**config.mk**
```make
export PLATFORM = sky130hd
export DESIGN_NAME = seed_loader
export DESIGN_NICKNAME = d
export VERILOG_FILES = /design/src/rtl/lfsr_pkg.sv /design/src/rtl/seed_fold.sv /design/src/rtl/seed_loader.sv
export SDC_FILE = /design/constraint.sdc
export NUM_CORES = 1
export LEC_CHECK = 0
export CAP_MARGIN = 20
export CORE_AREA = 2 2 57 59
export CTS_BUF_LIST = sky130_fd_sc_hd__clkbuf_4
export DETAILED_ROUTE_END_ITERATION = 8
export DIE_AREA = 0 0 59 61
export GPL_TIMING_DRIVEN = 0
export PLACE_DENSITY = 0.75
export SLEW_MARGIN = 0
export SYNTH_ARGS = -nofsm -noshare
export SYNTH_HDL_FRONTEND = slang
export SYNTH_SLANG_ARGS = --single-unit
export TNS_END_PERCENT = 30
```
**constraint.sdc**
```tcl
create_clock -name clk -period 2.03 [get_ports clk]
set_clock_uncertainty 0.05 [all_clocks]
set_input_delay 0.3045 -clock clk [delete_from_list [all_inputs] [get_ports clk]]
set_output_delay 0.3045 -clock clk [all_outputs]
set_load 0.01 [all_outputs]
```
**src/rtl/lfsr_pkg.sv**
```systemverilog
// rtl/lfsr_pkg.sv - shared constants and state enum for the lfsr8 seed path
package lfsr_pkg;

  // Width of the lfsr8 state register and of every seed byte
  localparam int STATE_W = 8;

  // Seed used when a string folds to all-zero (an all-zero LFSR state locks up)
  localparam logic [STATE_W-1:0] FALLBACK_SEED_DEFAULT = 8'h01;

  // Seed loader control states
  typedef enum logic {
    ACCUM = 1'b0,
    LOAD  = 1'b1
  } state_t;

endpackage

```
**src/rtl/seed_fold.sv**
```systemverilog
// rtl/seed_fold.sv - one fold step of a character into the seed accumulator (SEED_LOADER_ROTATE_EN selects rotate-xor)
module seed_fold
  import lfsr_pkg::*;
(
  input  logic [STATE_W-1:0] acc,
  input  logic [STATE_W-1:0] data,
  output logic [STATE_W-1:0] next_acc
);

`ifdef SEED_LOADER_ROTATE_EN
  // Rotating before the xor makes the seed depend on character order
  assign next_acc = {acc[STATE_W-2:0], acc[STATE_W-1]} ^ data;
`else
  // Plain xor: the seed depends only on the multiset of characters
  assign next_acc = acc ^ data;
`endif

endmodule

```
**src/rtl/seed_loader.sv**
```systemverilog
// rtl/seed_loader.sv - folds a character stream into an lfsr8 seed and pulses load_seed (SEED_LOADER_ROTATE_EN selects rotate-xor fold)
module seed_loader
  import lfsr_pkg::*;
#(
  parameter int                 MAX_LEN       = 32,
  parameter logic [STATE_W-1:0] FALLBACK_SEED = FALLBACK_SEED_DEFAULT
) (
  input  logic                           clk,
  input  logic                           rst,
  input  logic                           in_valid,
  output logic                           in_ready,
  input  logic [STATE_W-1:0]             in_data,
  input  logic                           in_last,
  output logic [STATE_W-1:0]             seed,
  output logic                           load_seed,
  output logic [$clog2(MAX_LEN+1)-1:0]   char_count,
  output logic                           overflow
);

  localparam int CW = $clog2(MAX_LEN + 1);

  state_t             state;
  logic [STATE_W-1:0] acc;
  // Set after a completed string: the next accepted byte starts a fresh fold,
  // while the visible results of the previous string stay untouched until then.
  logic               fresh;

  logic               take;
  logic               full;
  logic               counted;
  logic [STATE_W-1:0] acc_base;
  logic [STATE_W-1:0] folded;
  logic [STATE_W-1:0] acc_next;
  logic [CW-1:0]      cnt_base;
  logic               ovf_base;

  assign in_ready = (state == ACCUM) && !rst;
  assign take     = in_valid && in_ready;

  assign acc_base = fresh ? '0   : acc;
  assign cnt_base = fresh ? '0   : char_count;
  assign ovf_base = fresh ? 1'b0 : overflow;

  assign full     = (cnt_base == CW'(MAX_LEN));
  assign counted  = (in_data != '0) && !full;

  seed_fold u_fold (
    .acc      (acc_base),
    .data     (in_data),
    .next_acc (folded)
  );

  assign acc_next = counted ? folded : acc_base;

  // Control FSM: accumulate characters, then spend one cycle presenting the seed
  always_ff @(posedge clk) begin
    if (rst) begin
      state      <= ACCUM;
      acc        <= '0;
      fresh      <= 1'b0;
      seed       <= FALLBACK_SEED;
      load_seed  <= 1'b0;
      char_count <= '0;
      overflow   <= 1'b0;
    end else begin
      case (state)
        ACCUM: begin
          load_seed <= 1'b0;
          if (take) begin
            acc        <= acc_next;
            char_count <= counted ? cnt_base + CW'(1) : cnt_base;
            overflow   <= ovf_base | ((in_data != '0) && full);
            fresh      <= in_last;
            if (in_last) begin
              seed      <= (acc_next == '0) ? FALLBACK_SEED : acc_next;
              load_seed <= 1'b1;
              state     <= LOAD;
            end
          end
        end
        LOAD: begin
          load_seed <= 1'b0;
          state     <= ACCUM;
        end
        default: begin
          load_seed <= 1'b0;
          state     <= ACCUM;
        end
      endcase
    end
  end

endmodule

```
# Word level (Yosys, flattened, before mapping)
# Index checks and enable logic that the tools add are counted.
# op_classes
add_sub_neg	1
eq_ne	1
muxes	9
bitwise	3
n_reduce_logical	10
# op_table
op	count
$mux W8	3
$mux W6	2
$logic_not A8 Y1	1
$reduce_bool A8 Y1	1
$xor A8 B8 Y8	1
$add A6 B1 Y6 const B	1
$eq A6 B6 Y1 const B	1
$logic_and A1 B1 Y1	4
$mux W1	3
$reduce_and A3 Y1	1
$logic_not A1 Y1	2
$pmux W1 S2	1
$reduce_and A2 Y1	1
$not A1 Y1	1
$or A1 B1 Y1	1
# word_totals
register_bits	25
input_bits	12
out_inout_bits	17
wordCells	30

# Logic depth before layout (Yosys ltp)
# Gate-level depths: netlist (run 1).
# logic_depth
depth_word	7
mapped_depth	10
depth_no_buf	8

# Hierarchy
# A second synthesis (run 1) with hierarchy kept.
# unflattened
cells_unflattened	171
hier_area_um2	1452.6
# by_module_without_submodules
module	instances	cells_each	area_per_inst_um2	seq_area_each_um2
seed_loader	1	163	1382.6	500.5
seed_fold	1	8	70.1	0.0

# Worst setup path after synthesis (run 1)
# No wires, ideal clock.
# synth_path
kind	flip-flop to flip-flop
startpoint	register fresh
endpoint	register seed[0]
setup_time_ns	0.059
arrival_ns	1.815
required_ns	1.921
slack_ns	0.106
path_stages_with_launch	10
path_buffers	1
period_less_slack_ns	1.924
cell_sequence	dfxtp_1 -> clkbuf_1 -> nor2b_1 -> inv_1 -> ha_1 -> nand2_1 -> nor2_1 -> or3_1 -> a22oi_1 -> a41o_1
# synth_via
elab_chain_cells	7
word_cells_on_any_way	9
classes_between	1 x eq/ne; 4 x mux; 1 x bitwise; 3 x reduce/logical
# synth_lines
item	line_no	text
start, declared	seed_loader.sv:26	logic fresh;
start signal, assigned	seed_loader.sv:73	fresh <= in_last;
$mux W6	seed_loader.sv:41	assign cnt_base = fresh ? '0 : char_count;
$eq A6 B6 Y1	seed_loader.sv:44	assign full = (cnt_base == CW'(MAX_LEN));
$logic_not A1 Y1	seed_loader.sv:45	assign counted = (in_data != '0) && !full;
$logic_and A1 B1 Y1	seed_loader.sv:45	
$mux W8 (*)	seed_loader.sv:53	assign acc_next = counted ? folded : acc_base;
$logic_not A8 Y1	seed_loader.sv:75	seed <= (acc_next == '0) ? FALLBACK_SEED : acc_next;
$mux W8 (*)	seed_loader.sv:75	
end signal, assigned	seed_loader.sv:75	
end, declared	seed_loader.sv:14	output logic [STATE_W-1:0] seed,
# Mark *: on every way between the ends. The rest lies on a longest branch, timed or not.
# A chain may end at the register's enable or synchronous reset.

# Worst setup path in the final report (run 1)
# layout_path
startpoint	register char_count[2]
endpoint	register seed[0]
# layout_via
elab_chain_cells	7
# layout_lines
item	line_no	text
start, declared	seed_loader.sv:16	output logic [$clog2(MAX_LEN+1)-1:0] char_count,
start signal, assigned	seed_loader.sv:71	char_count <= counted ? cnt_base + CW'(1) : cnt_base;
$mux W6 (*)	seed_loader.sv:41	
$eq A6 B6 Y1 (*)	seed_loader.sv:44	
$logic_not A1 Y1 (*)	seed_loader.sv:45	
$logic_and A1 B1 Y1 (*)	seed_loader.sv:45	
$mux W8 (*)	seed_loader.sv:53	
$logic_not A8 Y1	seed_loader.sv:75	
$mux W8 (*)	seed_loader.sv:75	
# Marks and branches as above.

==> metrics.log, run 1 <==
[metrics] diode count: 0
[metrics] total chip power: 0.00100 W
[metrics] MaxCap Viol Count: 0
[metrics] antenna violations before repair: 0
[metrics] DIE AREA: around 3600 sq um
[metrics] class of the worst hold path: input pin to register
[metrics] DR DRC count: 0
[metrics] Required @ worst endpoint: 2200 ps
[metrics] floorplan die height: 61 um
[metrics] cell types with the largest area share after synthesis: sky130_fd_sc_hd__dfxtp_1 (38%), sky130_fd_sc_hd__xnor2_1 (7.3%), sky130_fd_sc_hd__nand2_1 (6.5%)
[metrics] Routed Wire Length: roughly 3.2 mm
[metrics] DR iter-0 viols: 42
[metrics] share of power burned in combinational logic: 21.7%
[metrics] detailed-route vias per instance: 5.55
[metrics] Synth Cell Area: roughly 1300 sq um
[metrics] commonest cells in the synthesized netlist: sky130_fd_sc_hd__dfxtp_1 (25), sky130_fd_sc_hd__nand2_1 (23), sky130_fd_sc_hd__nor2_1 (23), sky130_fd_sc_hd__o21ai_0 (11), sky130_fd_sc_hd__xnor2_1 (11)
[metrics] Switch Pwr: 0.000286 W
[metrics] Critical Path End Type: register
[metrics] residual antenna-violating net count after detailed routing: 0
[metrics] hold depth: 2
[metrics] IO Port Bufs: 27
[metrics] status: finished clean
[metrics] number of buffer and inverter stages on the critical path: 2
[metrics] number of hold-slack violations in the final timing report: 0
[metrics] proportion of netlist area held by the largest area contributor: 37.8%
[metrics] synthesized net count: 182
[metrics] average wire length per cell after detail routing: 13.7 um
[metrics] relative area change from synthesis to final layout: 29.0%
[metrics] CTS Hold Bufs: 0
[metrics] Clock Sink Count: 25
[metrics] power density normalized to cell area: between 500 and 600 nW/um^2
[metrics] mean area per synthesized cell: 7.87 sq um
[metrics] Seq pwr share: 54.0%
[metrics] worst stage delay on the critical path: 510 ps
[metrics] switching share of total power: 28.5%
[metrics] critical path arrival: between 2000 and 2500 ps
[metrics] number of warning messages in the yosys log: 0
[metrics] area leader, netlist: sky130_fd_sc_hd__dfxtp_1
[metrics] share of total power in the clock network: 24.3%
[metrics] cell count along the critical path: 7
[metrics] iteration count of the initial detailed-routing pass: 4
[metrics] standard cell core area: 2950 sq um
[metrics] Overall Global Routing Usage: 19.3%
[metrics] buffer type at the clock tree root: sky130_fd_sc_hd__clkbuf_4
[metrics] dpl cells: 228
[metrics] Achievable Freq: around 510 MHz
[metrics] via total after detailed routing: 1293
[metrics] clock tree from TritonCTS: yes
[metrics] Final Wtd Congestion: 0.840
[metrics] post-detailed-placement half-perimeter wirelength: between 2 and 2.5 mm
[metrics] via count of the first global-routing pass: 1239
[metrics] kind of launch point of the worst setup path: register
[metrics] clock-pin slew reported for the worst setup and hold paths after clock tree synthesis: 150 ps
[metrics] FF+latch count, synth: 25
[metrics] I/O pin cnt: 29
[metrics] starting utilization of the core area: 44.8%
[metrics] number of standard cells after synthesis: 168
[metrics] IR Drop Worst-Case VDD: 0.377 mV
[metrics] clock latency on the worst-skew pair: 320 ps
[metrics] number of buffers created by CTS: 3
[metrics] slowest library cell on the worst path: sky130_fd_sc_hd__or4_1
[metrics] pin count of the biggest net entering global routing: 14
[metrics] static leakage power: 0.627 nW
[metrics] global-route wire length before repair: 5.38 mm
[metrics] Post-synth EDFFs: 0
[metrics] actual transition at the worst max-transition pin: approximately 670 ps
[metrics] cells along the critical path: or4_1 -> buf_2 -> or2_1 -> buf_6 -> nand2_4 -> xnor2_2 -> a41o_1
[metrics] final cycle utilization of the critical path: approximately 100%
[metrics] GRT Residual Overflow: 0
[metrics] RSZ-0062 raised after global routing: true
[metrics] register area share after synthesis: 37.8%
[metrics] max-slew violations: 0
[metrics] final standard cell count with taps included and fillers excluded: 233
[metrics] number of H-tree branching levels: 1
[metrics] relative slew slack: 54.9%
[metrics] total of endpoints with negative setup slack in the final report: 0
[metrics] critical path fanouts, max: 8
[metrics] number of fill cells: about 280
[metrics] Largest delay share family, worst path: simple AND/OR/NAND/NOR gates
[metrics] layout cells sized above 1: 11.0%
[metrics] number of distinct library cells after synthesis: 39
[metrics] Tmin final: 1980 ps
[metrics] fraction of registers with async set or reset after synthesis: 0%
[metrics] ys flop type: sky130_fd_sc_hd__dfxtp_1
[metrics] largest buffer count on any clock path: 2
[metrics] net count of the finished layout: 215
[metrics] critical path type: register to register
[metrics] cell with the most instances after synthesis: sky130_fd_sc_hd__dfxtp_1
[metrics] die width: 59 um
[metrics] number of cells traversed by the worst register-to-register path: 7
[metrics] Internal: 0.000717 W
[metrics] FP Rows: 20
[power groups by stage]
stage	registers (W)	clock network [W]	logic, W
finish	0.000541	0.000244	0.000218
global route	0.000545	0.000271	0.000241
CTS	0.000541	0.000250	0.000213
detailed placement	0.000552	0	0.000206
global placement	0.000549	0	0.000202
floorplan	0.000553	0	0.000126
[what timing repair did]
item,4_1_cts,5_1_grt
pin swaps,1,0
endpoints found under the setup margin,11,8
cloned,0,0
gates resized for setup,4,7
buffers inserted,1,0
[final cells by class]
cell class                      instances  area [sq um]  area share (%)
Multi-Input combinational cell        130           793            46.5
Sequential cell                        25           502            29.4
Timing Repair Buffer                   28           278            16.3
Buffer                                  9          46.3            2.71
Tap cell                               33          41.3            2.42
Clock buffer                            4          30.0            1.76
Inverter                                4          15.0           0.880
[kinds of logic after synthesis]
kind of cell	count (synthesis)	synth area share, %
xor gates and xnor gates	12	8.51
AOI/OAI and AO/OA	35	17.2
buffers and inverters	13	4.54
adders and majority gates	2	1.89
DFF	25	37.8
and+or+nand+nor	81	30.0
[cell usage in the layout (no fill, tap or decap), types with 2 or more instances in the layout]
| master | instances |
|---|---|
| sky130_fd_sc_hd__nor2b_1 | 6 |
| sky130_fd_sc_hd__o21ai_1 | 4 |
| sky130_fd_sc_hd__a21oi_1 | 4 |
| sky130_fd_sc_hd__a22oi_1 | 2 |
| sky130_fd_sc_hd__clkbuf_4 | 4 |
| sky130_fd_sc_hd__o21ai_0 | 11 |
| sky130_fd_sc_hd__or3_1 | 3 |
| sky130_fd_sc_hd__buf_2 | 4 |
| sky130_fd_sc_hd__clkdlybuf4s50_1 | 27 |
| sky130_fd_sc_hd__nor4bb_1 | 2 |
| sky130_fd_sc_hd__dfxtp_1 | 24 |
| sky130_fd_sc_hd__nand2_1 | 22 |
| sky130_fd_sc_hd__o22ai_1 | 2 |
| sky130_fd_sc_hd__nand2b_1 | 3 |
| sky130_fd_sc_hd__clkbuf_1 | 3 |
| sky130_fd_sc_hd__a31oi_1 | 2 |
| sky130_fd_sc_hd__xnor2_2 | 2 |
| sky130_fd_sc_hd__nor2_1 | 22 |
| sky130_fd_sc_hd__xnor2_1 | 10 |
| sky130_fd_sc_hd__nand3_1 | 6 |
| sky130_fd_sc_hd__a211oi_2 | 2 |
| sky130_fd_sc_hd__nand4_1 | 3 |
| sky130_fd_sc_hd__ha_1 | 2 |
| sky130_fd_sc_hd__nand2_4 | 2 |
| sky130_fd_sc_hd__nor3_1 | 4 |
| sky130_fd_sc_hd__nor4_1 | 2 |
| sky130_fd_sc_hd__inv_1 | 3 |
[through the flow]
step,hold slack (ps),setup WS [ps],TNS [ps],cell area (sq um),utilization [%]
3_3_place_gp,379,-267,-2570,1630,55.3
2_1_floorplan,366,106,0,1320,-
5_1_grt,221,-27.1,-31.5,1710,57.8
3_5_place_dp,386,-267,-2880,1630,55.3
6_report,224,54.8,0,1710,57.8
4_1_cts,207,3.75,0,1680,57.0
[metal layers]
metal  routed length, um  GRT usage (%)  vias to the layer above
met5                   0              0                        -
met4                  31           6.49                        0
met3                 114           2.99                        6
met2                1600           33.3                       29
met1                1440           24.7                      615
li1                    -              -                      643
[flip-flops by register name, indices dropped and copies added, names as in the netlist]
signal / count
state: 1
char_count: 6
overflow: 1
acc: 8
fresh: 1
seed: 8
[worst paths after layout]
path            startpoint             to  slack, ps
max          char_count[2]        seed[0]         50
max reg2reg  char_count[2]        seed[0]         50
min reg2reg         acc[0]         acc[0]        420
min                    rst  char_count[0]        220
Power figures use the tool's default switching activity.
==> inputs of run 2 (changes only) <==
ABC_AREA = 1   (was unset)
CORE_AREA = 2 2 59 61   (was 2 2 57 59)
DIE_AREA = 0 0 61 63   (was 0 0 59 61)
PLACE_DENSITY = 0.76   (was 0.75)
==> run 2 against run 1 <==
Synthesized cell count grew 33%. Synthesized area rose by 10%. Combinational power down 7%. Fmax grew 6.9%. Utilization is 0.88 points lower. Via count rose by 9.5%. Hold slack got worse by 91 ps. Total power shrank 2.4%. Wire length rose by 0.94%. Sequential share of layout area is 2.0 points lower. Critical path depth up 6. Sequential power fell by 1%.
==> metrics.log, run 2 <==
[metrics] commonest cells in the synthesized netlist: sky130_fd_sc_hd__nand2_1 (54), sky130_fd_sc_hd__inv_1 (38), sky130_fd_sc_hd__dfxtp_1 (25), sky130_fd_sc_hd__nand3_1 (21), sky130_fd_sc_hd__nor2_1 (20)
[metrics] post-detailed-placement half-perimeter wirelength: 2.42 mm (+3.1%)
[metrics] area leader, netlist: sky130_fd_sc_hd__dfxtp_1
[metrics] met3 global-route usage: 2.48% (-0.50 points)
[metrics] static leakage power: 0.843 nW (+34%)
[metrics] number of distinct library cells after synthesis: 28 (-28%)
[metrics] adder and majority cell fraction of the synthesized area: 1.72% (-0.18 points)
[metrics] core utilization of the finished layout: 56.9% (-0.88 points)
[metrics] mean area per synthesized cell: 6.54 sq um (-17%)
[metrics] Final Wtd Congestion: 0.860 (+2.5%)
[metrics] clock latency on the worst-skew pair: 330 ps (about the same)
[metrics] status: finished clean
[metrics] clock-pin slew reported for the worst setup and hold paths after clock tree synthesis: 130 ps (-20 ps)
[metrics] GRT Residual Overflow: 0 (unchanged)
[metrics] number of buffers created by CTS: 3 (unchanged)
[metrics] met1 global-route usage: 23.5% (-1.2 points)
[metrics] share of power burned in combinational logic: 20.7% (-1.0 points)
[metrics] IR Drop Worst-Case VDD: 0.296 mV (-21%)
[metrics] kind of launch point of the worst setup path: register
[metrics] critical path fanouts, max: 10 (+2)
[metrics] largest registers: acc: 8 flops, seed: 8 flops, char_count: 6 flops
[metrics] DR DRC count: 0 (unchanged)
[metrics] clock tree from TritonCTS: yes
[metrics] Overall Global Routing Usage: 18.7% (-0.61 points)
[metrics] Setup WS post-layout: 182 ps (+127 ps)
[metrics] pin count of the biggest net entering global routing: 14 (unchanged)
[metrics] highest-utilization routing layer at the global route stage: met2
[metrics] max-slew violations: 0 (unchanged)
[metrics] XOR/XNOR Fraction of Synth Area: 0% (-8.5 points)
[metrics] cell types with the largest area share after synthesis: sky130_fd_sc_hd__dfxtp_1 (34%), sky130_fd_sc_hd__nand2_1 (14%), sky130_fd_sc_hd__inv_1 (9.8%)
[metrics] largest buffer count on any clock path: 2 (unchanged)
[metrics] Critical Path End Type: register
[metrics] average wire length per cell after detail routing: 10.7 um (-22%)
[metrics] Synth Cell Area: 1460 sq um (+10%)
[metrics] cell with the most instances after synthesis: sky130_fd_sc_hd__nand2_1
[metrics] proportion of netlist area held by the largest area contributor: 34.3% (-3.5 points)
[metrics] combinational family with the most area after synthesis: simple AND/OR/NAND/NOR gates
[metrics] Post-synth EDFFs: 0 (unchanged)
[metrics] power density normalized to cell area: 533 nW/um^2 (-9.4%)
[metrics] critical path arrival: 2080 ps (-70 ps)
[metrics] DIE AREA: 3840 sq um (+6.8%)
[metrics] layout cells sized above 1: 13.4% (+2.4 points)
[metrics] actual transition at the worst max-transition pin: 441 ps (-229 ps)
[metrics] number of warning messages in the yosys log: 0 (unchanged)
[metrics] DR iter-0 viols: 87 (+110%)
[metrics] fraction of registers with async set or reset after synthesis: 0% (unchanged)
[metrics] final cycle utilization of the critical path: 91.0% (-6.3 points)
[metrics] residual antenna-violating net count after detailed routing: 0 (unchanged)
[metrics] iteration count of the initial detailed-routing pass: 4 (unchanged)
[metrics] FF+latch count, synth: 25 (unchanged)
[metrics] ys flop type: sky130_fd_sc_hd__dfxtp_1
[metrics] Seq pwr share: 54.5% (+0.5 points)
[metrics] Switch Pwr: 0.000278 W (-2.6%)
[metrics] met2 track demand over resource in global routing: 31.6% (-1.7 points)
[metrics] global-route wire length before repair: 5.54 mm (+3.1%)
[metrics] number of hold-slack violations in the final timing report: 0 (unchanged)
[metrics] detailed-route vias per instance: 4.72 (-15%)
[metrics] register area share after synthesis: 34.3% (-3.5 points)
[metrics] via count of the first global-routing pass: 1311 (+5.8%)
[metrics] standard cell core area: 3230 sq um (+9.4%)
[metrics] buffer type at the clock tree root: sky130_fd_sc_hd__clkbuf_4
[metrics] relative slew slack: 70.6% (+16 points)
[metrics] most used cells in the layout excluding fill and tap cells: sky130_fd_sc_hd__nand2_1 (50), sky130_fd_sc_hd__inv_1 (38), sky130_fd_sc_hd__clkdlybuf4s50_1 (27)
[metrics] I/O pin cnt: 29 (unchanged)
[metrics] Routed Wire Length: 3.22 mm (+0.94%)
[metrics] Simple-Gate Fraction of Synth Area: 36.6% (+6.6 points)
[metrics] setup slack on the worst flop-to-flop path: 180 ps (+130 ps)
[metrics] floorplan die height: 63 um (+3.3%)
[metrics] multiplexer share of the synthesized area: 0% (unchanged)
[metrics] share of total power in the clock network: 24.8% (+0.5 points)
[metrics] diode count: 0 (unchanged)
[metrics] Required @ worst endpoint: 2260 ps (+60 ps)
[metrics] post-CTS setup repair buffer count: 0 (-1)
[metrics] number of standard cells after synthesis: 223 (+33%)
[metrics] via total after detailed routing: 1416 (+9.5%)
[metrics] antenna violations before repair: 0 (unchanged)
[metrics] Tmin final: 1850 ps (-127 ps)
[metrics] Internal: 0.000701 W (-2.3%)
[metrics] total of endpoints with negative setup slack in the final report: 0 (unchanged)
[metrics] starting utilization of the core area: 45.1% (+0.35 points)
[metrics] Compound-Gate Fraction of Synth Area: 12.8% (-4.4 points)
[metrics] die width: 61 um (+3.4%)
[metrics] Clock Sink Count: 25 (unchanged)
[metrics] net count of the finished layout: 269 (+25%)
[metrics] number of H-tree branching levels: 1 (unchanged)
[metrics] relative area change from synthesis to final layout: 26.0%
[metrics] most common cell after layout, fill and taps aside: sky130_fd_sc_hd__nand2_1
[metrics] MaxCap Viol Count: 0 (unchanged)
[metrics] Achievable Freq: 541 MHz (+6.9%)
[metrics] total chip power: 0.000979 W (-2.4%)
[metrics] Worst Setup Slack post-DPL: 22.9 ps (+290 ps)
[metrics] class of the worst hold path: input pin to register
[metrics] synthesized net count: 237 (+30%)
[metrics] IO Port Bufs: 27 (unchanged)
[metrics] switching share of total power: 28.4% (-0.061 points)
[metrics] critical path type: register to register
[metrics] FP Rows: 21 (+5.0%)
-- run 2: changes by cell type in the layout (fill, tap and decap cells not counted), moves of 4 or more --
cell,before,now
sky130_fd_sc_hd__inv_1,3,38
sky130_fd_sc_hd__nand2_1,22,50
sky130_fd_sc_hd__nand3_1,6,21
sky130_fd_sc_hd__a21oi_1,4,14
sky130_fd_sc_hd__nand2_2,0,10
sky130_fd_sc_hd__xnor2_1,10,0
sky130_fd_sc_hd__nor2b_1,6,0
sky130_fd_sc_hd__nor2_1,22,18
sky130_fd_sc_hd__nor3_1,4,0
sky130_fd_sc_hd__o21ai_0,11,15
-- run 2: metal layers --
metal  wire length [um]  vias to the layer above
li1                   -                      757
met1               1430                      623
met2               1580                       31
met3                160                        5
met4                 49                        0
met5                  0                        -
-- run 2: repair_timing --
action / 4_1_cts / 5_1_grt
resized for setup: 1 / 8
setup endpoints to repair: 1 / 11
hold buffers: 0 / 0
-- run 2: worst max-delay path: stages, from the launching register on --
cell	delay, ps
sky130_fd_sc_hd__dfxtp_4	410
sky130_fd_sc_hd__buf_4	190
sky130_fd_sc_hd__nor2_2	60
sky130_fd_sc_hd__inv_1	70
sky130_fd_sc_hd__ha_1	160
sky130_fd_sc_hd__inv_1	40
sky130_fd_sc_hd__nor2_1	120
sky130_fd_sc_hd__nand2_2	90
sky130_fd_sc_hd__buf_6	150
sky130_fd_sc_hd__nand3_1	110
sky130_fd_sc_hd__nand3_1	110
sky130_fd_sc_hd__nor2_1	110
sky130_fd_sc_hd__nand2_1	70
sky130_fd_sc_hd__nand2_1	60
-- run 2: cell type report --
type	count	area, sq um
Buffer	7	61.3
Clock buffer	4	30.0
Fill cell	331	1390
Inverter	41	154
Multi-Input combinational cell	150	761
Sequential cell	25	504
Tap cell	46	57.6
Timing Repair Buffer	27	270
-- run 2: stage by stage --
step / cells / TNS [ps] / cell area (sq um) / hold slack (ps)
floorplan: 223 / 0 / 1460 / 403
global placement: 296 / 0 / 1790 / 406
detailed placement: 296 / 0 / 1790 / 411
CTS: 300 / 0 / 1820 / 138
global route: 300 / -3.92 / 1840 / 122
finish: 300 / 0 / 1840 / 133
-- run 2: cells by family after synthesis --
| logic type | after synthesis |
|---|---|
| DFF | 25 |
| buffers and inverters | 48 |
| adders and majority gates | 2 |
| AOI/OAI and AO/OA | 36 |
| and+or+nand+nor | 112 |
-- run 2: path summary, 6_finish.rpt --
path                                from  endpoint  depth (start not counted)
worst min-delay path                 rst     fresh                          2
worst max register to register     fresh   seed[0]                         13
worst max-delay path               fresh   seed[0]                         13
worst min register to register  overflow  overflow                          2
-- run 2: power groups by stage --
stage          Combinational, W  Sequential [W]  Clock (W)
4_1_cts                0.000199        0.000534   0.000253
6_report               0.000203        0.000534   0.000243
3_5_place_dp           0.000197        0.000545          0
5_1_grt                0.000228        0.000538   0.000277
3_3_place_gp           0.000195        0.000544          0
2_1_floorplan          0.000121        0.000548          0
==> inputs of run 3 (changes only) <==
SKIP_CTS_REPAIR_TIMING = 1   (was unset)
==> results of run 3 <==
No change in the layout: final DEF, timing and power equal those of run 2.
Among the figures that moved: wire length of the first global-routing pass 5540 um -> 5570 um; via count of the first global-routing pass 1311 -> 1317; met1 usage 23.5% -> 23.8%; met2 usage 31.6% -> 31.2%; met3 usage 2.48% -> 2.69%
